[src/rtl/soc_bus_pkg.sv]
// Shared bus types for the memory arbiter: FSM state, port ids, read latency.
package soc_bus_pkg;

  typedef enum logic {
    StIdle   = 1'b0,
    StRdWait = 1'b1
  } arb_state_e;

  typedef enum logic {
    PortMcu = 1'b0,
    PortSec = 1'b1
  } port_id_e;

  localparam int unsigned RD_LATENCY = 1;

endpackage

[src/rtl/rr_pick2.sv]
// Two-way round-robin picker: a lone requester wins, contention goes to the
// port that did not win last.
module rr_pick2
  import soc_bus_pkg::*;
(
  input  logic       valid0_i,
  input  logic       valid1_i,
  input  port_id_e   last_grant_i,
  output logic [1:0] grant_o
);

  always_comb begin
    grant_o = 2'b00;
    if (valid0_i && valid1_i) begin
      grant_o = (last_grant_i == PortSec) ? 2'b01 : 2'b10;
    end else begin
      grant_o = {valid1_i, valid0_i};
    end
  end

endmodule

[src/rtl/mem_arbiter.sv]
// Two-port arbiter onto a single memory with one-cycle read latency.
// Grants are combinational in IDLE; reads hold the arbiter for one response cycle.
module mem_arbiter
  import soc_bus_pkg::*;
#(
  parameter int unsigned ADDR_W = 32,
  parameter int unsigned DATA_W = 32
) (
  input  logic                clk,
  input  logic                rstn,

  input  logic                p0_valid,
  input  logic [ADDR_W-1:0]   p0_addr,
  input  logic [DATA_W-1:0]   p0_wdata,
  input  logic [DATA_W/8-1:0] p0_wmask,
  output logic                p0_ready,
  output logic                p0_rvalid,
  output logic [DATA_W-1:0]   p0_rdata,

  input  logic                p1_valid,
  input  logic [ADDR_W-1:0]   p1_addr,
  input  logic [DATA_W-1:0]   p1_wdata,
  input  logic [DATA_W/8-1:0] p1_wmask,
  output logic                p1_ready,
  output logic                p1_rvalid,
  output logic [DATA_W-1:0]   p1_rdata,

  output logic [ADDR_W-1:0]   mem_addr,
  output logic [DATA_W-1:0]   mem_wdata,
  output logic [DATA_W/8-1:0] mem_wmask,
  output logic                mem_rstrb,
  input  logic [DATA_W-1:0]   mem_rdata
);

  arb_state_e          state_q, state_d;
  port_id_e            last_grant_q, last_grant_d;
  port_id_e            rd_port_q, rd_port_d;
  logic [ADDR_W-1:0]   addr_q, addr_d;
  logic [DATA_W-1:0]   wdata_q, wdata_d;

  logic                grant_en;
  logic [1:0]          grant;
  port_id_e            sel;
  logic [ADDR_W-1:0]   sel_addr;
  logic [DATA_W-1:0]   sel_wdata;
  logic [DATA_W/8-1:0] sel_wmask;

  // Gating with rstn keeps ready low for the whole time reset is held.
  assign grant_en = rstn && (state_q == StIdle);

  rr_pick2 u_pick (
    .valid0_i     (p0_valid & grant_en),
    .valid1_i     (p1_valid & grant_en),
    .last_grant_i (last_grant_q),
    .grant_o      (grant)
  );

  assign sel       = port_id_e'(grant[1]);
  assign sel_addr  = grant[1] ? p1_addr  : p0_addr;
  assign sel_wdata = grant[1] ? p1_wdata : p0_wdata;
  assign sel_wmask = grant[1] ? p1_wmask : p0_wmask;

  always_comb begin
    state_d      = state_q;
    last_grant_d = last_grant_q;
    rd_port_d    = rd_port_q;
    addr_d       = addr_q;
    wdata_d      = wdata_q;
    p0_ready     = 1'b0;
    p1_ready     = 1'b0;
    mem_addr     = addr_q;
    mem_wdata    = wdata_q;
    mem_wmask    = '0;
    mem_rstrb    = 1'b0;

    unique case (state_q)
      StIdle: begin
        if (|grant) begin
          p0_ready     = grant[0];
          p1_ready     = grant[1];
          mem_addr     = sel_addr;
          mem_wdata    = sel_wdata;
          mem_wmask    = sel_wmask;
          last_grant_d = sel;
          addr_d       = sel_addr;
          wdata_d      = sel_wdata;
          if (sel_wmask == '0) begin
            mem_rstrb = 1'b1;
            rd_port_d = sel;
            state_d   = StRdWait;
          end
        end
      end
      StRdWait: begin
        state_d = StIdle;
      end
      default: state_d = StIdle;
    endcase
  end

  assign p0_rvalid = (state_q == StRdWait) && (rd_port_q == PortMcu);
  assign p1_rvalid = (state_q == StRdWait) && (rd_port_q == PortSec);
  assign p0_rdata  = p0_rvalid ? mem_rdata : '0;
  assign p1_rdata  = p1_rvalid ? mem_rdata : '0;

  always_ff @(posedge clk or negedge rstn) begin
    if (!rstn) begin
      state_q      <= StIdle;
      last_grant_q <= PortSec;
      rd_port_q    <= PortMcu;
      addr_q       <= '0;
      wdata_q      <= '0;
    end else begin
      state_q      <= state_d;
      last_grant_q <= last_grant_d;
      rd_port_q    <= rd_port_d;
      addr_q       <= addr_d;
      wdata_q      <= wdata_d;
    end
  end

endmodule

[config.mk]
export PLATFORM = sky130hd
export DESIGN_NAME = mem_arbiter
export DESIGN_NICKNAME = d
export VERILOG_FILES = /design/src/rtl/soc_bus_pkg.sv /design/src/rtl/rr_pick2.sv /design/src/rtl/mem_arbiter.sv
export SDC_FILE = /design/constraint.sdc
export NUM_CORES = 1
export LEC_CHECK = 0
export CAP_MARGIN = 20
export CORE_AREA = 3 3 119 121
export DETAILED_ROUTE_END_ITERATION = 7
export DIE_AREA = 0 0 122 124
export GPL_ROUTABILITY_DRIVEN = 0
export PLACE_DENSITY = 0.73
export SLEW_MARGIN = 20
export SYNTH_ARGS = -nofsm -noshare
export SYNTH_HDL_FRONTEND = slang
export SYNTH_SLANG_ARGS = --single-unit
export TNS_END_PERCENT = 1
[constraint.sdc]
create_clock -name clk -period 2.35 [get_ports clk]
set_clock_uncertainty 0.15 [all_clocks]
set_input_delay 0.235 -clock clk [delete_from_list [all_inputs] [get_ports clk]]
set_output_delay 0.235 -clock clk [all_outputs]
set_load 0.05 [all_outputs]
==> impl_metrics.yaml <==
sta:
  final-hold-violation-count: 37
  setup_viol: 0
  slew_violations: 0
  grt_setup_unrepaired: "true"
  finalHoldWorstSlack_ps: -17.7
  tightest_slew_ps: 871
  finalCritPeriodShare: 0.986
  post-route-min-period_ps: 2320
  fmax_ghz: 0.432
  relSlewSlack: 0.419
run_status:
  violations: "negative hold slack"
  outcome: "finished with violations"
critical_path:
  reg2reg_to: "wdata_q[30]"
  rr_worst_depth: 5
  rr_startpoint: "last_grant_q"
  endpoint: "mem_wdata[30]"
  crit_chain: "clkdlybuf4s50_1 -> a21boi_4 -> buf_6 -> and3_1 -> a221o_1 -> buf_4"
  worstPathArrival_ps: 1930
  end_kind: "output pin"
  required_ps: 1970
  r2r_slack_ps: 570
  cp_slowest_cell: "clkdlybuf4s50_1"
  critical_path_class: "in -> out"
  path_max_fanout: 38
  cp-start-kind: "input port"
  cpPeakStageDelay_ps: 510
  crit_start: "p1_valid"
global_route:
  grt_max_degree: 71
  gr-total-overflow: 0
  busiest_layer: "met2"
  grt_pass1_vias: 4635
  grt_pass1_wl_um: 25900
  grt_util_met2: 0.373
  met1_usage: 0.260
  antenna_found_initial: 0
  grtUsageTotal: 0.217
  use_met3: 0.0654
route:
  routedWlPerCell_um: 19.2
  avgViaCountPerCell: 5.27
  route.vias.total: 4714
  drc: 0
  dr.pass1.iters: 4
  totalWireLength_um: 17200
  ant_nets: 0
  initialDrtViolationCount: 359
die:
  die_w_um: 122
  die_h_um: 124
  num_rows: 42
  initial_core_util: 0.302
  pin_count: 309
  core_area_mm2: 0.0132
  die_area_mm2: 0.0151
finish:
  syn_to_final_growth_pct: 101
  layout.nets: 885
  layout-drive-gt1-share: 0.279
power_and_ir_drop:
  peakVddDrop_mv: 0.414
  p_per_area_mw_per_mm2: 603
  leakagePower_nw: 3.98
  finalPower_mw: 4.83
yosys:
  ys_types: 25
  synth_fp_nets: 581
  yosysTopAreaCellShare: 0.415
  synth_area_leaders: "dfrtp_1 41%, and3_1 25%, a221o_1 16%"
  synth_warnings: 0
  syn-cell-area_mm2: 0.00398
  ys_seq_area_frac: 0.421
  yosys.area.top_type: "dfrtp_1"
  synthCells: 409
  synth_seq_cells: 67
  syn_area_per_cell_um2: 9.74
clock_network:
  cts_hold_buf: 0
  cts_tree: "yes"
  numCtsBuffers: 9
  cts_root_buf: "clkbuf_16"
  cts_sinks: 67
  cts_buffer_depth: 2
  clk_pin_slew_ps: 60
  htree_levels: 3
  worst_skew_pair.late_latency_ps: 330
worst_hold_path:
  hp-class: "in -> async"
flow_run:
  max_cap_violations: 0
placement:
  port_buffers: 308
  dp_hpwl_um: 12900
-- logic make-up after synthesis --
| group | after synthesis | share of synthesized area |
|---|---|---|
| flops | 67 | 0.421 |
| simple gates | 208 | 0.325 |
| compound gates | 80 | 0.188 |
| buf+inv | 54 | 0.0657 |
-- metrics by stage --
stage / TNS (ps) / instance area, µm² / setup WS [ps] / utilization / cells
2_1_floorplan: 0 / 3980 / 97.7 / - / 409
3_3_place_gp: 0 / 7640 / 6.06 / 0.579 / 877
3_5_place_dp: -40.6 / 7640 / -23.0 / 0.579 / 877
4_1_cts: 0 / 7960 / 9.50 / 0.604 / 893
5_1_grt: -545 / 8010 / -49.9 / 0.607 / 894
6_report: 0 / 8010 / 33.2 / 0.607 / 895
-- routing by layer --
metal	vias up	routed length, µm
met4	0	402
li1	2183	-
met1	2286	6520
met2	217	8660
met3	28	1560
met5	-	0
-- critical path, delay by kind of cell --
family,cells,cell delay [ps]
AOI/OAI and AO/OA,2,420
buffers and inverters,3,990
and+or+nand+nor,1,270
-- what timing repair did --
item | CTS | global route
gates resized for setup | 5 | 6
setup buffers | 0 | 1
gates cloned | 0 | 0
endpoints found under the setup margin | 42 | 100
-- final cells by class --
| class | instances | area (µm²) |
|---|---|---|
| diodes | 1 | 2.50 |
| clock buffers | 9 | 225 |
| clock inverters | 7 | 82.6 |
| fillers | 1085 | 5180 |
| inverters | 2 | 7.51 |
| multi-input cells | 288 | 2070 |
| flip-flops and latches | 67 | 1680 |
| well taps | 176 | 220 |
| repair buffers | 345 | 3730 |
-- cell usage in the layout, fill, tap and decap left out, types with 2 or more instances in the layout --
| master | synthesis | routed |
|---|---|---|
| clkdlybuf4s50_1 | 0 | 169 |
| and3_1 | 160 | 160 |
| buf_4 | 1 | 116 |
| dfrtp_1 | 66 | 66 |
| a221o_1 | 64 | 64 |
| buf_12 | 0 | 54 |
| and2_1 | 33 | 33 |
| clkbuf_16 | 0 | 9 |
| nand3_1 | 6 | 6 |
| o21ai_0 | 6 | 6 |
| a21oi_1 | 5 | 3 |
| buf_6 | 5 | 3 |
| nand2_4 | 0 | 2 |
| a21oi_2 | 0 | 2 |
| nor4_1 | 2 | 2 |
| inv_1 | 2 | 2 |
| clkinvlp_4 | 0 | 2 |
| inv_6 | 0 | 2 |
-- sequential cells by signal (all words and copies together), names as in the netlist --
register      cells
last_grant_q      1
wdata_q          32
rd_port_q         1
addr_q           32
state_q           1
-- Yosys cell counts --
cell	number
a21bo_2	1
a21boi_4	1
a21o_1	1
a21oi_1	5
a221o_1	64
a31oi_1	1
and2_1	33
and3_1	160
buf_2	14
buf_4	1
buf_6	5
clkbuf_1	32
dfrtp_1	66
dfstp_2	1
inv_1	2
nand2_2	2
nand2b_1	1
nand3_1	6
nor2_1	1
nor2b_1	1
nor2b_2	1
nor4_1	2
o21ai_0	6
o2bb2ai_1	1
or2_4	1
-- worst min path at each step --
stage                       end  slack [ps]  cells after the start
floorplan             addr_q[0]        -210                      0
global placement     addr_q[25]         350                      1
finish              wdata_q[23]         -20                      2
CTS                 wdata_q[27]          20                      2
detailed placement    addr_q[1]         350                      1
global route        wdata_q[27]          50                      2
-- report_power, final --
part	total, mW	internal, mW	switching [mW]
Combinational	2.03	0.850	1.18
Clock	1.40	0.838	0.566
Sequential	1.40	1.34	0.0624
Power figures use the tool's default switching activity.
